File: src/rtl/mem_req_responder.sv
// Arbitrates instruction-fetch and data-memory requests onto one single-port RAM handshake.
// Each granted access is held until ramready or timeout, then answered with a one-cycle hit.
//
// state | meaning
// IDLE  | no access in flight; requests sampled and granted here
// DACC  | data access driven onto the RAM, waiting for ramready
// IACC  | instruction read driven onto the RAM, waiting for ramready
// RESP  | one-cycle iHit/dHit for the access that just finished
module mem_req_responder #(
  parameter int ADDR_W  = 32,
  parameter int DATA_W  = 32,
  parameter int TIMEOUT = 64
) (
  input  logic              CLK,
  input  logic              RST,
  input  logic              iREN,
  input  logic [ADDR_W-1:0] iaddr,
  output logic [DATA_W-1:0] iload,
  output logic              iHit,
  input  logic              dREN,
  input  logic              dWEN,
  input  logic [ADDR_W-1:0] daddr,
  input  logic [DATA_W-1:0] dstore,
  output logic [DATA_W-1:0] dload,
  output logic              dHit,
  output logic              ramREN,
  output logic              ramWEN,
  output logic [ADDR_W-1:0] ramaddr,
  output logic [DATA_W-1:0] ramstore,
  input  logic [DATA_W-1:0] ramload,
  input  logic              ramready,
  output logic              timeout_err,
  output logic              proto_err
);

  typedef enum logic [1:0] {IDLE, DACC, IACC, RESP} state_t;

  localparam logic [7:0] TMO_LAST = 8'(TIMEOUT - 1);

  state_t            state, state_nxt;
  logic [ADDR_W-1:0] addr_q;
  logic [DATA_W-1:0] wdata_q;
  logic              write_q;
  logic              resp_i_q;
  logic              last_data;
  logic [7:0]        cnt;
  logic [DATA_W-1:0] iload_q, dload_q;
  logic              timeout_q, proto_q;

  logic              d_req, grant_d, grant_i, tmo_hit;

  assign d_req   = dREN | dWEN;
  assign tmo_hit = (cnt == TMO_LAST);

  always_ff @(posedge CLK or posedge RST) begin
    if (RST) state <= IDLE;
    else     state <= state_nxt;
  end

  // Fetch wins a tie only when the previous grant went to data, so neither side starves.
  always_comb begin
    state_nxt = state;
    grant_d   = 1'b0;
    grant_i   = 1'b0;
    ramREN    = 1'b0;
    ramWEN    = 1'b0;
    iHit      = 1'b0;
    dHit      = 1'b0;
    case (state)
      IDLE: begin
        if (d_req && !(iREN && last_data)) begin
          grant_d   = 1'b1;
          state_nxt = DACC;
        end else if (iREN) begin
          grant_i   = 1'b1;
          state_nxt = IACC;
        end
      end
      DACC, IACC: begin
        ramREN = !write_q;
        ramWEN = write_q;
        if (ramready || tmo_hit) state_nxt = RESP;
      end
      RESP: begin
        iHit      = resp_i_q;
        dHit      = !resp_i_q;
        state_nxt = IDLE;
      end
      default: state_nxt = IDLE;
    endcase
  end

  always_ff @(posedge CLK or posedge RST) begin
    if (RST) begin
      addr_q    <= '0;
      wdata_q   <= '0;
      write_q   <= 1'b0;
      resp_i_q  <= 1'b0;
      last_data <= 1'b0;
      cnt       <= '0;
      iload_q   <= '0;
      dload_q   <= '0;
      timeout_q <= 1'b0;
      proto_q   <= 1'b0;
    end else begin
      case (state)
        IDLE: begin
          if (grant_d) begin
            addr_q    <= daddr;
            wdata_q   <= dstore;
            write_q   <= dWEN;
            resp_i_q  <= 1'b0;
            last_data <= 1'b1;
            cnt       <= '0;
            if (dREN && dWEN) proto_q <= 1'b1;
          end else if (grant_i) begin
            addr_q    <= iaddr;
            write_q   <= 1'b0;
            resp_i_q  <= 1'b1;
            last_data <= 1'b0;
            cnt       <= '0;
          end
        end
        DACC, IACC: begin
          if (ramready) begin
            if (resp_i_q)      iload_q <= ramload;
            else if (!write_q) dload_q <= ramload;
          end else if (tmo_hit) begin
            // Aborted access still answers with a hit so the pipeline keeps moving.
            timeout_q <= 1'b1;
            if (resp_i_q) iload_q <= '0;
            else          dload_q <= '0;
          end else begin
            cnt <= cnt + 8'd1;
          end
        end
        default: ;
      endcase
    end
  end

  assign ramaddr     = addr_q;
  assign ramstore    = wdata_q;
  assign iload       = iload_q;
  assign dload       = dload_q;
  assign timeout_err = timeout_q;
  assign proto_err   = proto_q;

endmodule

File: config.mk
export PLATFORM = sky130hd
export DESIGN_NAME = mem_req_responder
export DESIGN_NICKNAME = d
export VERILOG_FILES = /design/src/rtl/mem_req_responder.sv
export SDC_FILE = /design/constraint.sdc
export NUM_CORES = 1
export LEC_CHECK = 0
export CORE_MARGIN = 4
export CORE_UTILIZATION = 33
export DETAILED_ROUTE_END_ITERATION = 7
export SYNTH_ARGS = -nofsm -noshare
export SYNTH_HDL_FRONTEND = slang
export SYNTH_SLANG_ARGS = --single-unit
export TNS_END_PERCENT = 1
File: constraint.sdc
create_clock -name CLK -period 14.21 [get_ports CLK]
set_clock_uncertainty 0.05 [all_clocks]
set_input_delay 2.1315 -clock CLK [delete_from_list [all_inputs] [get_ports CLK]]
set_output_delay 2.1315 -clock CLK [all_outputs]
set_load 0.05 [all_outputs]
* After elaboration in Yosys (flattened, before gate mapping)
Cells that the tools add are included.
** Operators by class
- Add/sub/neg operators :: 1
- Eq/ne operators :: 10
- Mux-type cells :: 34
- Bitwise operators :: 3
- Reductions and logical operators :: 20
** Operator list (count)
- $mux 32 :: 11
- $mux 8 :: 4
- $pmux 8 s2 :: 1
- $mux 1 :: 14
- $reduce_and 3->1 :: 3
- $add 8x1->8 const B :: 1
- $eq 8x6->1 const B :: 1
- $ne 2x2->1 const B :: 4
- $reduce_and 4->1 :: 2
- $mux 2 :: 3
- $ne 3x3->1 const B :: 2
- $pmux 2 s3 :: 1
- $reduce_and 2->1 :: 3
- $reduce_bool 2->1 :: 3
- $eq 2x2->1 const B :: 2
- $logic_and 1x1->1 :: 3
- $logic_not 1->1 :: 3
- $eq 2x1->1 const B :: 1
- $logic_not 2->1 :: 1
- $not 1->1 :: 2
- $reduce_or 2->1 :: 1
- $logic_or 1x1->1 :: 1
- $or 1x1->1 :: 1
** Word-level totals
- Flip-flop bits (word level) :: 143
- Input bits :: 134
- Output and inout port bits :: 134
- Logic and storage cells :: 79

* Longest topological paths before layout
Gate-level depths: netlist of the first run.
- Word-level depth :: 8
- Depth in mapped cells :: 8
- Depth with buffers taken out :: 7

* Worst setup path after synthesis of the first run
No wires, ideal clock.
- Kind :: reg-to-output
- Start point :: register state[1]
- End point :: output port ramREN
- Data arrival time :: 1.597 ns
- Data required time :: 12.028 ns
- Setup slack :: 10.431 ns
- Stages on the path, launching flop included :: 6
- Buffers on the path :: 1
- Cells stage by stage :: dfrtp_1 > inv_1 > ha_1 > buf_2 > inv_2 > nor2_1
** Between the ends
- Longest elaborated chain between the ends :: 3
- Elaborated cells between the ends (all ways) :: 4
- Classes of those cells :: 2 x eq/ne; 1 x mux; 1 x reduce/logical
** Ends and longest elaborated chain
- from (decl) :: RTL line 40 : state_t state, state_nxt;
- from (signal assigned) :: RTL line 57 : else state <= state_nxt;
- $eq 2x1->1 or $eq 2x2->1 (tied branches) :: RTL line 69 : case (state)
- $reduce_or 2->1 * :: RTL line 69
- $mux 1 * :: RTL line 69
- to (decl) :: RTL line 26 : output logic ramREN,
Mark *: on every way between the ends. The rest lies on a longest branch, timed or not.

* Final worst setup path of the first run
Ends and elaborated chain as after synthesis.

==> results summary, run 1 <==
In this run the remaining antenna-violating nets after routing total 0. The period utilization came out at between 30% and 40%. The number of gates resized after CTS was 0.

The vertical die dimension is around 150 um. Buffers added to address setup during post-CTS repair amount to 0. The first global-routing pass estimated between 20,000 and 30,000 um of wire. The total routed wirelength is approximately 19,000 um. After synthesis, the cell types taking the most area are dfrtp_1, mux2_2, nand2_1. The filler cells instantiated in the layout total ~1,700. The half-perimeter wire length after placement came out at ~14,000 um. The post-placement cell count came out at approximately 1,100. The diode insertion count for antenna repair came out at 0. Setup repair after global routing left no endpoint under its margin. The hold-critical path depth came out at 1. The dominant cell by count in the synthesized netlist is dfrtp_1. The required time of the critical path came out at between 10 and 15 ns. The critical path is of the reg2out type.

The die footprint is 0.0221 mm^2. The clock transition at the register clock pins on the worst setup and hold paths after CTS is around 0.060 ns. After floorplanning, the core was sized to cover around 0.02 mm^2. The power density normalized to cell area came out at 280 mW/mm^2. The summed negative setup slack over all endpoints is 0 ns.

The sum of overflow across all layers after global routing came out at 0. The clock tree from TritonCTS is done. The number of cells produced by synthesis is 584. The number of input and output port buffers inserted came out at around 270.

For this block, the initial DRC count from the detailed router was around 250. The sink count of the clock tree is approximately 140. The number of antenna violations at the first check in global routing was 0. CTS placed an instance of clkbuf_16 at the clock tree root. Subtracting the final worst setup slack from the clock period gives about 4.7 ns.

The biggest fanout along the worst timing path came out at 11. The total DRC errors in the routed layout came out at 0. The actual slew at the worst max-slew pin is 1.11 ns. Of all cell types, the one taking the most synthesized area is dfrtp_1. The layout overhead on the synthesized area is 51.8%. By count the netlist is led by dfrtp_1, nand2_1, o21ai_1.

The critical path startpoint category is a flop. The boundary pin count is roughly 270. Clock tree synthesis inserted a total of 17 buffers. After detailed routing, the number of vias per cell comes to 4.73. The maximum number of pins on one net before global-route repair came out at slightly below 90.

The number of storage elements in the synthesis netlist came out at 143. The number of slew-limit violations in the final report is 0. The maximum level of the CTS H-tree came out at 4.

The global router's overall resource usage came out at between 10% and 20%. In this run the tightest slew margin relative to its limit is 26.0%. The run finished with clean final reports. Data on the critical path arrives at its endpoint at around 2.5 ns. The final hold violation count is 0. The unique cell type count in the Yosys netlist came out at ~50. A synthesized cell averages 11.2 um^2. The worst hold path belongs to the class reg2reg. The via count came out at approximately 5,200. Setup violations remaining at the end of the flow were counted as 0. The category of the worst setup path capture point is an output port. The share of the yosys chip area belonging to registers came out at a little over half.

The share of layout cells above drive strength 1 is 16.4%. The number of global-route vias before repair came out at 5,499. The count of placed standard cells in the final layout, fillers left out is 1,110. The share of synthesized flip-flops with an asynchronous set or reset is 100%. The final weighted congestion in routability-driven placement came out at between 0.7 and 0.8.

The static leakage is around 4.2 nW. The net count after synthesis came out at 721. The worst-case IR drop observed on VDD is between 0.15 and 0.2 mV.

Timing would allow up to 0.214 GHz. The count of max-cap constraint violations is 0. The fraction of post-synthesis cell area in the top cell type by area is about 55%.

The number of warnings reported in the yosys synthesis log came out at 0. The horizontal die dimension is 149 um. The summed instance area of the synthesized netlist came out at 0.00653 mm^2.

The worst-case reg-to-reg path depth came out at 6. The number of synthesized flops with an enable pin is 0. The initial utilization of the core area, before any placement, comes to around a third.

The number of iterations in the first detailed-routing pass came out at 4. The layout net count is approximately 970. The most used flip-flop cell after synthesis is dfrtp_1. The clock latency reported for the late side of the worst-skew pair came out at between 0.4 and 0.5 ns. The buffer depth of the longest clock path came out at 2. In the final routed layout, each cell accounts on average for between 15 and 20 um.

The number of buffers inserted by hold repair at cts came out at 0. The initialized floorplan defines 51 standard-cell rows.
## flip-flops by register name (all words and copies together), names as in the netlist, 2 cells and up
| register | flops |
|---|---|
| cnt | 8 |
| ramaddr | 32 |
| ramstore | 32 |
| state | 2 |
| dload | 32 |
| iload | 32 |
## path summary, 6_finish.rpt
| check | slack (ns) | startpoint | to |
|---|---|---|---|
| setup / recovery | 9.53 | state[1] | ramREN |
| hold / removal | 0.42 | timeout_err | timeout_err |
| setup reg to reg | 11.66 | cnt[1] | iload[28] |
| hold reg to reg | 0.42 | timeout_err | timeout_err |
| max in group asynchronous | 10.60 | RST | dload[8] |
| min in group asynchronous | 2.20 | RST | iload[6] |
## cells by family after synthesis
| logic type | share of synthesized area [%] |
|---|---|
| AO/OA/AOI/OAI | 15.2 |
| XOR/XNOR | 0.134 |
| adder cells (fa/ha/maj) | 0.575 |
| buffers and inverters | 6.53 |
| flip-flops | 54.8 |
| multiplexers | 9.36 |
| AND/OR/NAND/NOR | 13.5 |
## cell usage in the layout (no fill, tap or decap), types with 2 or more instances in the layout
cell,n
clkdlybuf4s50_1,266
dfrtp_1,143
nand2_1,95
o21ai_1,40
inv_1,35
mux2_2,33
o21ai_2,29
nand3_2,28
o21ai_0,26
mux2i_1,24
a22o_1,22
clkbuf_16,17
nand3_1,7
a21oi_1,7
buf_4,6
nor2_1,4
bufinv_16,4
nor2b_1,3
or3_1,3
and3_1,3
ha_1,3
nand2_2,2
nor3_4,2
and2_1,2
inv_6,2
o31a_1,2
nor3_1,2
nor4_1,2
a21o_1,2
clkbuf_1,2
clkinv_2,2
clkinvlp_4,2
## area by class of cell
type / count / area [um^2] / share of cell area, %
well taps: 265 / 332 / 3.34
multi-input cells: 362 / 2540 / 25.6
flip-flops and latches: 143 / 3580 / 36.1
repair buffers: 273 / 2710 / 27.4
clock buffers: 20 / 447 / 4.50
inverters: 37 / 144 / 1.45
clock inverters: 10 / 163 / 1.64
## metal layers
layer / vias up / track usage, % / share of wire (%)
met4: 0 / 3.83 / 1.0
met2: 231 / 27.9 / 47
li1: 2496 / - / -
met5: - / 0 / 0
met1: 2501 / 20.7 / 41
met3: 18 / 7.68 / 11
## power breakdown
| group | switching (mW) | internal, mW | leakage [nW] |
|---|---|---|---|
| clock | 0.171 | 0.297 | 0.292 |
| combinational | 1.05 | 0.536 | 2.09 |
| sequential | 0.115 | 0.605 | 1.80 |
## critical path: stages (launching register included)
cell and delay [ns]:
dfrtp_1 0.38, inv_1 0.06, ha_1 0.56, inv_2 0.12, nor2_1 0.13, clkdlybuf4s50_1 0.84
## stage by stage
stage          power (mW)  hold slack (ns)  instance area, um^2  utilization [%]  worst slack (ns)
2_1_floorplan        1.81            0.396                 6530                -              8.19
3_3_place_gp         2.30            0.399                 9310             47.8              9.97
3_5_place_dp         2.33            0.411                 9310             47.8              9.86
4_1_cts              2.81            0.423                 9920             50.9              9.51
5_1_grt              2.92            0.426                 9920             50.9              9.40
6_report             2.77            0.417                 9920             50.9              9.53
No activity file was read; power rests on OpenSTA's default activity.
==> run 2: changes to the inputs <==
PLACE_DENSITY = 0.67   (was default)
clock period = 4.1 ns   (was 14.21 ns; I/O delays follow)
==> run 2 against run 1 <==
Global-route usage fell by 1.5 points. Die area unchanged. Utilization rose by 0.29 points. Highest routed layer unchanged.
==> results summary, run 2 (same netlist as run 1, synthesis figures left out) <==
The number of input and output port buffers inserted came to 267 (unchanged). The most common cell after layout, fill and taps aside is clkdlybuf4s50_1. The part of the total power dissipated in the clock network is 17.1% (+0.2 points). The core footprint is 0.0195 mm^2 (unchanged). The sum of overflow across all layers after global routing was 0 (unchanged). The final weighted congestion in routability-driven placement came to 0.782 (-0.99%). The required time of the critical path is 3.43 ns (-8.60 ns). The power density normalized to cell area came out at 960 mW/mm^2 (+240%). The diode insertion count for antenna repair was 0 (unchanged).

The via count was 5,094 (-2.9%). The first-pass GRT wire length came out at 27,000 um (-9.0%). The horizontal die dimension came to 149 um (unchanged). The actual slew at the worst max-slew pin came out at 0.957 ns (-0.153 ns).

The final-layout worst hold slack came to 0.415 ns (-0.00202 ns). The combinational group share of total power came to 57.2% (about the same). The static leakage came out at 4.21 nW (+0.58%).

The half-perimeter wire length after placement came out at 12,500 um (-8.7%). The worst slew margin relative to its limit is 36.0% (+10 points). The run finished with clean final reports. The number of global-route vias before repair came out at 5,116 (-7.0%). TritonCTS built the clock tree. The maximum clock rate came out at between 0.3 and 0.4 GHz. The internal power came out at 4.97 mW (+250%). The sequential cell fraction of total power was 25.8% (about the same).

The biggest fanout along the worst timing path came out at 11 (unchanged). The worst hold path begins at timeout_err. The boundary pin count came out at 268 (unchanged). The startpoint identified for the worst register-to-register timing path is cnt[0]. The number of slew-limit violations in the final report is 0 (unchanged). STA classifies the critical path startpoint as a flop.

The worst reg-to-reg setup slack came out at 1.63 ns (-10.03 ns). The type of the most critical hold path is reg2reg. The clock transition at the register clock pins on the worst setup and hold paths after CTS came to 0.06 ns (about the same).

The post-CTS resize count is 0 (unchanged). After layout, the minimum clock period comes to 3.15 ns. The critical setup path kind is reg2out. The number of antenna violations at the first check in global routing came out at 0 (unchanged).

The hold-critical path depth is 1 (unchanged). The worst-case reg-to-reg path depth is 7 (+1). The placed standard-cell area is 0.00935 mm^2 (+0.42%). The vertical die dimension came out at 149 um (unchanged). The net switching power figure is 4.60 mW (+240%). The sink count of the clock tree is 143 (unchanged). The number of buffers inserted by hold repair at cts is 0 (unchanged). The arrival time of the worst setup path is 2.49 ns (about the same). The die footprint came out at 0.0221 mm^2 (unchanged). The starting utilization of the core area came out at 33.6% (unchanged). Setup repair after global routing left no endpoint under its margin.

The share of layout cells above drive strength 1 was 17.1% (+0.63 points). The maximum number of pins on one net before global-route repair came out at 80 (-9.1%). The category of the worst setup path capture point is an output port. The final antenna-violating net count is 0 (unchanged). The final setup violation count is 0 (unchanged). For hold timing, the worst endpoint is timeout_err. The sum of internal, switching and leakage power is 9.58 mW (+250%). The standard-cell row count is 51 (unchanged). The maximum ir drop on the vdd rail is 0.547 mV (+250%). The buffer depth of the longest clock path came out at 2 (unchanged). The number of iterations in the first detailed-routing pass is 6 (+2). The total clock buffers created by CTS is 17 (unchanged).

The tree is rooted in a clkbuf_16. The detail-routed net length per standard cell is 15.5 um (-8.5%). The total routed wirelength is 17,200 um (-8.1%). The capturing point of the worst reg2reg path is iload[30].

The buffer count from post-CTS setup fixing is 0 (unchanged). The total DRC errors in the routed layout was 0 (unchanged). The post-route standard cell area excluding fillers is 0.00997 mm^2 (+0.57%). In the finished design, the share of the clock period the worst path needs comes to 76.8%. The switching share of power came out at 48.1% (-0.10 points). The count of max-cap constraint violations came out at 0 (unchanged).

The clock latency reported for the late side of the worst-skew pair is 0.41 ns (about the same). The maximum level of the CTS H-tree is 4 (unchanged). The first-iteration detailed-routing DRC count came out at 193 (-22%). The final hold violation count is 0 (unchanged). The global router's overall resource usage is 15.5% (-1.5 points).

The top cell types in the final layout, fill and taps aside, are clkdlybuf4s50_1, dfrtp_1, nand2_1, o21ai_1, inv_1. The layout overhead on the synthesized area is 52.6%. The layout net count is 973 (+0.21%). The summed negative setup slack over all endpoints came out at 0 ns (unchanged). The via density per instance came out at 4.57 (-3.2%).
## run 2: cell type report
| cell class | count | area (um^2) |
|---|---|---|
| Multi-Input combinational cell | 362 | 2540 |
| Tap cell | 265 | 332 |
| Clock inverter | 13 | 174 |
| Sequential cell | 143 | 3580 |
| Clock buffer | 19 | 453 |
| Inverter | 37 | 143 |
| Fill cell | 1797 | 9490 |
| Timing Repair Buffer | 275 | 2750 |
## run 2: per-layer routing
layer / track usage [%] / routed length, um / vias up
met2: 24.0 / 7750 / 202
met1: 19.1 / 7380 / 2357
met4: 5.64 / 295 / 0
met5: 0 / 0 / -
li1: - / - / 2515
met3: 7.13 / 1810 / 20
## run 2: worst max path at each step
stage	endpoint	startpoint	slack (ns)
5_1_grt	ramREN	state[1]	0.83
4_1_cts	ramREN	state[1]	0.92
3_3_place_gp	ramaddr[12]	dWEN	1.38
2_1_floorplan	cnt[0]	RST	1.64
3_5_place_dp	ramaddr[12]	dWEN	1.32
6_report	ramREN	state[1]	0.95
## run 2: power by group through the flow
stage / clock network [mW] / logic [mW] / registers, mW
2_1_floorplan: 0 / 1.62 / 4.64
5_1_grt: 1.75 / 5.77 / 2.57
6_report: 1.64 / 5.47 / 2.47
3_3_place_gp: 0 / 5.49 / 2.47
4_1_cts: 1.68 / 5.54 / 2.48
3_5_place_dp: 0 / 5.53 / 2.49
## run 2: per-stage QoR
step / worst slack (ns) / cells / utilization (%)
floorplan: 1.64 / 584 / -
global placement: 1.38 / 1082 / 48.0
detailed placement: 1.32 / 1082 / 48.0
CTS: 0.918 / 1114 / 51.2
global route: 0.833 / 1114 / 51.2
finish: 0.949 / 1114 / 51.2
## run 2: worst max-delay path: stages, from the launching register on
cell and delay [ns]:
dfrtp_1 0.38, inv_1 0.06, ha_1 0.55, inv_2 0.12, nor2_1 0.13, clkdlybuf4s50_1 0.84
